[src/rtl/alu_operand_stage.sv]
// ALU operand stage: forwarding, operand select and a 2-entry skid buffer toward the ALU.
// Optional macro OPERAND_FWD_EN enables EX/WB forwarding; without it the forwarding ports are ignored.
package alu_operand_pkg;
    typedef enum logic [3:0] {
        ALU_ADD  = 4'd0,
        ALU_SUB  = 4'd1,
        ALU_AND  = 4'd2,
        ALU_OR   = 4'd3,
        ALU_XOR  = 4'd4,
        ALU_SLL  = 4'd5,
        ALU_SRL  = 4'd6,
        ALU_SRA  = 4'd7,
        ALU_SLT  = 4'd8,
        ALU_SLTU = 4'd9
    } alu_op_e;
endpackage

module alu_operand_stage
    import alu_operand_pkg::*;
#(
    parameter int Width    = 32,
    parameter int RegAddrW = 5
) (
    input  logic                clk_i,
    input  logic                rst_i,
    input  logic                flush_i,
    input  logic                in_valid_i,
    output logic                in_ready_o,
    input  alu_op_e             in_op_i,
    input  logic [RegAddrW-1:0] rs1_addr_i,
    input  logic [RegAddrW-1:0] rs2_addr_i,
    input  logic [Width-1:0]    rs1_data_i,
    input  logic [Width-1:0]    rs2_data_i,
    input  logic [Width-1:0]    pc_i,
    input  logic [Width-1:0]    imm_i,
    input  logic                a_sel_i,
    input  logic                b_sel_i,
    input  logic                fwd_ex_valid_i,
    input  logic [RegAddrW-1:0] fwd_ex_rd_i,
    input  logic [Width-1:0]    fwd_ex_data_i,
    input  logic                fwd_wb_valid_i,
    input  logic [RegAddrW-1:0] fwd_wb_rd_i,
    input  logic [Width-1:0]    fwd_wb_data_i,
    output logic                out_valid_o,
    input  logic                out_ready_i,
    output alu_op_e             op_o,
    output logic [Width-1:0]    a_o,
    output logic [Width-1:0]    b_o
);

    typedef enum logic [1:0] {ST_EMPTY, ST_FULL, ST_SKID} state_e;

    state_e         r_state, w_state_nxt;
    logic           r_out_valid, r_in_ready;
    alu_op_e        r_main_op, r_skid_op;
    logic [Width-1:0] r_main_a, r_main_b, r_skid_a, r_skid_b;
    logic [Width-1:0] w_rs1, w_rs2, w_a, w_b;
    logic           w_in_xfer, w_out_xfer;
    logic           w_ld_main_in, w_ld_main_skid, w_ld_skid;

`ifdef OPERAND_FWD_EN
    // x0 is hardwired, so a producer "writing" it must never be forwarded.
    always_comb begin
        w_rs1 = rs1_data_i;
        if (rs1_addr_i != '0 && fwd_ex_valid_i && fwd_ex_rd_i == rs1_addr_i)
            w_rs1 = fwd_ex_data_i;
        else if (rs1_addr_i != '0 && fwd_wb_valid_i && fwd_wb_rd_i == rs1_addr_i)
            w_rs1 = fwd_wb_data_i;

        w_rs2 = rs2_data_i;
        if (rs2_addr_i != '0 && fwd_ex_valid_i && fwd_ex_rd_i == rs2_addr_i)
            w_rs2 = fwd_ex_data_i;
        else if (rs2_addr_i != '0 && fwd_wb_valid_i && fwd_wb_rd_i == rs2_addr_i)
            w_rs2 = fwd_wb_data_i;
    end
`else
    // Hazards are resolved by stalling upstream; forwarding inputs are intentionally unused.
    logic w_unused_fwd;
    assign w_unused_fwd = ^{rs1_addr_i, rs2_addr_i, fwd_ex_valid_i, fwd_ex_rd_i, fwd_ex_data_i,
                            fwd_wb_valid_i, fwd_wb_rd_i, fwd_wb_data_i};
    assign w_rs1 = rs1_data_i;
    assign w_rs2 = rs2_data_i;
`endif

    assign w_a        = a_sel_i ? pc_i  : w_rs1;
    assign w_b        = b_sel_i ? imm_i : w_rs2;
    assign w_in_xfer  = in_valid_i & r_in_ready;
    assign w_out_xfer = r_out_valid & out_ready_i;

    always_comb begin
        w_state_nxt    = r_state;
        w_ld_main_in   = 1'b0;
        w_ld_main_skid = 1'b0;
        w_ld_skid      = 1'b0;
        if (flush_i) begin
            w_state_nxt = ST_EMPTY;
        end else begin
            case (r_state)
                ST_EMPTY: begin
                    if (w_in_xfer) begin
                        w_ld_main_in = 1'b1;
                        w_state_nxt  = ST_FULL;
                    end
                end
                ST_FULL: begin
                    if (w_in_xfer && w_out_xfer) begin
                        w_ld_main_in = 1'b1;
                    end else if (w_in_xfer) begin
                        w_ld_skid   = 1'b1;
                        w_state_nxt = ST_SKID;
                    end else if (w_out_xfer) begin
                        w_state_nxt = ST_EMPTY;
                    end
                end
                ST_SKID: begin
                    if (w_out_xfer) begin
                        w_ld_main_skid = 1'b1;
                        w_state_nxt    = ST_FULL;
                    end
                end
                default: w_state_nxt = ST_EMPTY;
            endcase
        end
    end

    // Handshake flags are flopped from the next state so neither side sees a combinational path.
    always_ff @(posedge clk_i or posedge rst_i) begin
        if (rst_i) begin
            r_state     <= ST_EMPTY;
            r_out_valid <= 1'b0;
            r_in_ready  <= 1'b1;
        end else begin
            r_state     <= w_state_nxt;
            r_out_valid <= (w_state_nxt != ST_EMPTY);
            r_in_ready  <= (w_state_nxt != ST_SKID);
        end
    end

    always_ff @(posedge clk_i or posedge rst_i) begin
        if (rst_i) begin
            r_main_op <= ALU_ADD;
            r_main_a  <= '0;
            r_main_b  <= '0;
            r_skid_op <= ALU_ADD;
            r_skid_a  <= '0;
            r_skid_b  <= '0;
        end else begin
            if (w_ld_main_in) begin
                r_main_op <= in_op_i;
                r_main_a  <= w_a;
                r_main_b  <= w_b;
            end else if (w_ld_main_skid) begin
                r_main_op <= r_skid_op;
                r_main_a  <= r_skid_a;
                r_main_b  <= r_skid_b;
            end
            if (w_ld_skid) begin
                r_skid_op <= in_op_i;
                r_skid_a  <= w_a;
                r_skid_b  <= w_b;
            end
        end
    end

    assign in_ready_o  = r_in_ready;
    assign out_valid_o = r_out_valid;
    assign op_o        = r_main_op;
    assign a_o         = r_main_a;
    assign b_o         = r_main_b;

endmodule
[config.mk]
export PLATFORM = sky130hd
export DESIGN_NAME = alu_operand_stage
export DESIGN_NICKNAME = d
export VERILOG_FILES = /design/src/rtl/alu_operand_stage.sv
export SDC_FILE = /design/constraint.sdc
export NUM_CORES = 1
export LEC_CHECK = 0
export CAP_MARGIN = 20
export CORE_ASPECT_RATIO = 0.5
export CORE_MARGIN = 2
export CORE_UTILIZATION = 49
export CTS_BUF_LIST = sky130_fd_sc_hd__clkbuf_8
export CTS_CLUSTER_DIAMETER = 120
export CTS_CLUSTER_SIZE = 8
export DETAILED_ROUTE_END_ITERATION = 10
export PLACE_DENSITY_LB_ADDON = 0.12
export SYNTH_ARGS = -nofsm -noshare
export SYNTH_HDL_FRONTEND = slang
export SYNTH_SLANG_ARGS = --single-unit
[constraint.sdc]
create_clock -name clk_i -period 14.5 [get_ports clk_i]
set_input_delay 2.9 -clock clk_i [delete_from_list [all_inputs] [get_ports clk_i]]
set_output_delay 2.9 -clock clk_i [all_outputs]
set_load 0.02 [all_outputs]
Yosys cells after proc, flatten, opt, wreduce, memory -nomap -nowiden
Cells that the tools add are included.
{"block": "totals", "inputBits": 225, "out_inout_bits": 70, "latchBits": 0, "mem_bits_rw": 0, "register_bits": 140, "romBits": 0, "mem_count": 0}
{"block": "op_classes", "add_sub_neg": 0, "shift": 0, "bitwise": 2, "n_mux": 25, "order_cmp": 0, "eq_ne": 3, "div_mod_pow": 0, "reduce_logical": 4, "n_mul": 0}
{"cell": "$mux 32", "count": 6}
{"cell": "$mux 2", "count": 6}
{"cell": "$mux 1", "count": 9}
{"cell": "$mux 4", "count": 2}
{"cell": "$pmux 2 s3", "count": 1}
{"cell": "$reduce_bool 2->1", "count": 2}
{"cell": "$and 1x1->1", "count": 2}
{"cell": "$eq 2x1->1 const B", "count": 1}
{"cell": "$eq 2x2->1 const B", "count": 1}
{"cell": "$logic_not 2->1", "count": 1}
{"cell": "$ne 2x2->1 const B", "count": 1}
{"cell": "$pmux 1 s2", "count": 1}
{"cell": "$logic_and 1x1->1", "count": 1}

Logic depth before layout (Yosys ltp)
{"block": "depth", "word_depth": 7, "ltp_mapped": 7, "ltp_nobuf": 3}

Worst setup path before layout
No wires, ideal clock.
{"block": "synth_timing", "path_kind": "input port to flip-flop", "from": "input port b_sel_i", "to": "register r_skid_b[10]", "path_slack_ns": 10.392, "t_arrival_ns": 3.983, "path_buffers": 2, "setup_time_ns": 0.125, "t_required_ns": 14.375, "cell_stages": 4, "path_cell_list": "buf_2 > clkbuf_1 > mux2_2 > mux2_4"}
{"block": "synth_between", "elab_chain_cells": 1}
{"item": "from (decl)", "line": "37", "rtl": "input logic b_sel_i,"}
{"item": "$mux 32", "line": "86", "rtl": "assign w_b = b_sel_i ? imm_i : w_rs2;"}
{"item": "to (signal assigned)", "line": "160", "rtl": "r_skid_b <= w_b;"}
{"item": "to (decl)", "line": "56", "rtl": "logic [Width-1:0] r_main_a, r_main_b, r_skid_a, r_skid_b;"}
No other way between the ends.
A chain may end at the register's enable or synchronous reset.

Worst setup path after layout
{"block": "layout_timing", "from": "input port out_ready_i", "to": "register r_skid_b[28]"}
{"block": "layout_between", "elab_chain_cells": 5}
{"item": "from (decl)", "line": "45", "rtl": "input logic out_ready_i,"}
{"item": "$and 1x1->1", "line": "88", "rtl": "assign w_out_xfer = r_out_valid & out_ready_i;"}
{"item": "$logic_and 1x1->1", "line": "106", "rtl": "if (w_in_xfer && w_out_xfer) begin"}
{"item": "$mux 1", "line": "106"}
{"item": "$mux 1", "line": "98", "rtl": "case (r_state)"}
{"item": "$mux 1", "line": "95", "rtl": "if (flush_i) begin"}
No other way between the ends.

==> reports/metrics.cfg <==
[outcome]
outcome=complete, no violations

[critical_path]
end_kind=flip-flop
reg2regPathDepth=5
r2r-start=r_state[0]$_DFF_PP0_
crit_path_max_fanout=56
crit_type=in -> reg
regToRegSetupSlack_ps=11760
reg2reg_to=r_skid_b[28]$_DFFE_PP0P_
critPathRequiredTime_ps=14810
cp.arrival_ps=5520
startpoint_type=input pin

[clocking]
cts.path.max_buffers=2
clkTransAtPathRegs_ps=70
insertion_delay_ps=440
cts_post_setup_buffers_inserted=0
htree_levels=4
cts-root-buf=clkbuf_8
cts_buffers=17
postCtsHoldBufs=0
numClockSinks=140
cts_resized=0
cts_tree=done

[final_layout]
seqCellArea_sq_um=3505
num_antenna_cells=0
multiInputGateArea_sq_um=3411
drive_above_1_share=0.1457
fillers=1148
syn2layout_area_growth_pct=33.45
stdcell_area_sq_um=9779
fin_nets=1057

[place]
placed_area_sq_um=9318
gp_congestion=0.7697
dp_hpwl_mm=11.64
port_buffers=208

[sta]
finalHoldViolCount=0
timing.fmax_mhz=191.9
relSlewSlack=0.3390
finalSetupViolCount=0
fin_crit_sh=0.3593
fin_setup_tns_ps=0
tightest_slew_ps=991.4
skew_ps=17.79
min_period_ps=5210
final_max_slew_viol_count=0
rsz0062_at_grt=no

[yosys]
synth_nets=896
synth_edf_count=0
yosysTopAreaCell=dfrtp_1
synthFlopType=dfrtp_1
seq_area_frac_synth=0.4782
synthMostInstantiatedCell=dfrtp_1
synthTopCellsByArea=dfrtp_1, mux2_4, nand3b_1
avgSynthCellArea_sq_um=10.92
synthArstFlopShare=1.000
syn_area_sq_um=7328
synth_cell_type_count=31
synth_seq_cells=140
ys_top_cells_by_count=dfrtp_1, a31oi_1, nand3b_1
netlist_instances=671
synth_top_area_frac=0.4746
yosys_warnings=0

[job]
drv_cap=0

[detailed_routing]
vias_per_cell=5.835
drc=0
wire_per_inst_um=18.77
via_count=6080
first_pass_iters=5
drtAntennaViolNets=0
drt_iter0_drc=427
routed_wl_mm=19.56

[grt]
grt_max_degree=142
antenna_found_initial=0
grtUsageTotal=0.2480
grt_pass1_wl_mm=31.82
first_global_vias=6070
grt-ovfl-total=0

[power_and_ir_drop]
p_per_area_nw_per_um2=138.8
total_power_mw=1.357
peakVddDrop_mv=0.05888
p_leak_nw=3.723

[floorplanning]
initial_core_util=0.5038
core.rowCount=31
dieArea_sq_um=16010
die_w_um=177.0
die_h_um=90.48
core-area_sq_um=14550
pin_count=295

[hold_path]
whs_path_depth=1
min_path_type=reg -> reg
min_to=r_skid_b[24]$_DFFE_PP0P_
worstHoldStart=r_skid_b[24]$_DFFE_PP0P_

[cell usage in the layout, fill, tap and decap left out, types with 2 or more instances in the layout]
cell type,Yosys,routed
inv_1,2,2
bufinv_16,0,3
nand4b_1,2,2
nor3b_1,30,30
o21ai_0,65,65
clkbuf_8,0,18
dfrtp_1,139,139
clkinvlp_4,0,2
a31oi_1,68,68
mux2_4,37,37
mux2_2,35,35
mux2i_1,30,30
clkinv_4,0,3
clkdlybuf4s50_1,0,206
nor3_1,38,38
a21oi_1,63,63
nand2_1,3,3
inv_6,0,4
buf_4,4,10
o21ai_1,3,3
nand3b_1,68,68
[layout make-up]
cell class	instances	area share
clock buffers	18	0.02533
flip-flops and latches	140	0.3584
clock inverters	13	0.01702
inverters	2	0.001279
multi-input cells	452	0.3488
well taps	198	0.02533
repair buffers	219	0.2239
[sequential cells by signal, indices dropped and copies added, names as in the netlist]
name,cells
r_skid_b,32
b_o,32
r_state,2
in_ready_o,1
a_o,32
r_skid_a,32
r_skid_op,4
op_o,4
out_valid_o,1
[per-layer routing]
layer | wire length (um) | track usage | part of all wire
met2 | 9198 | 0.3894 | 0.47
met3 | 1319 | 0.04966 | 0.067
met1 | 8806 | 0.3481 | 0.45
met5 | 0 | 0 | 0
met4 | 233 | 0.07369 | 0.012
[worst max path at each step]
stage / from / to / depth (start not counted)
2_1_floorplan: rst_i / a_o[0]$_DFFE_PP0P_ / 1
4_1_cts: out_ready_i / r_skid_a[2]$_DFFE_PP0P_ / 5
3_3_place_gp: out_ready_i / r_skid_a[2]$_DFFE_PP0P_ / 5
5_1_grt: out_ready_i / b_o[27]$_DFFE_PP0P_ / 6
6_report: out_ready_i / r_skid_b[28]$_DFFE_PP0P_ / 6
3_5_place_dp: out_ready_i / r_skid_a[2]$_DFFE_PP0P_ / 5
[worst max-delay path, stage by stage]
cell and delay [ps]:
clkdlybuf4s50_1 520, a21boi_4 180, buf_4 590, and2_4 650
buf_12 330, mux2_4 330
[metrics by stage]
stage | setup slack (ps) | std cells | hold slack [ps] | utilization
2_1_floorplan | 7849 | 671 | 480.8 | -
3_3_place_gp | 8755 | 1009 | 490.1 | 0.6406
3_5_place_dp | 8735 | 1009 | 493.5 | 0.6406
4_1_cts | 9207 | 1040 | 515.9 | 0.6691
5_1_grt | 9200 | 1042 | 527.0 | 0.6723
6_report | 9290 | 1042 | 513.0 | 0.6723
[power breakdown]
group | switching [mW] | leakage (nW) | total [mW] | internal [mW]
combinational | 0.201 | 1.92 | 0.436 | 0.236
sequential | 0.0691 | 1.60 | 0.586 | 0.517
clock | 0.160 | 0.207 | 0.335 | 0.175
total | 0.430 | 3.72 | 1.36 | 0.928
[kinds of logic (layout without fill, tap and decap cells)]
family          Yosys count  in the layout  share of synthesized area
buf+inv                  79            252                    0.06095
flops                   140            140                     0.4782
mux                     102            102                     0.1706
compound gates          203            203                     0.1523
simple gates            147            147                     0.1380
No activity file was read; power rests on OpenSTA's default activity.
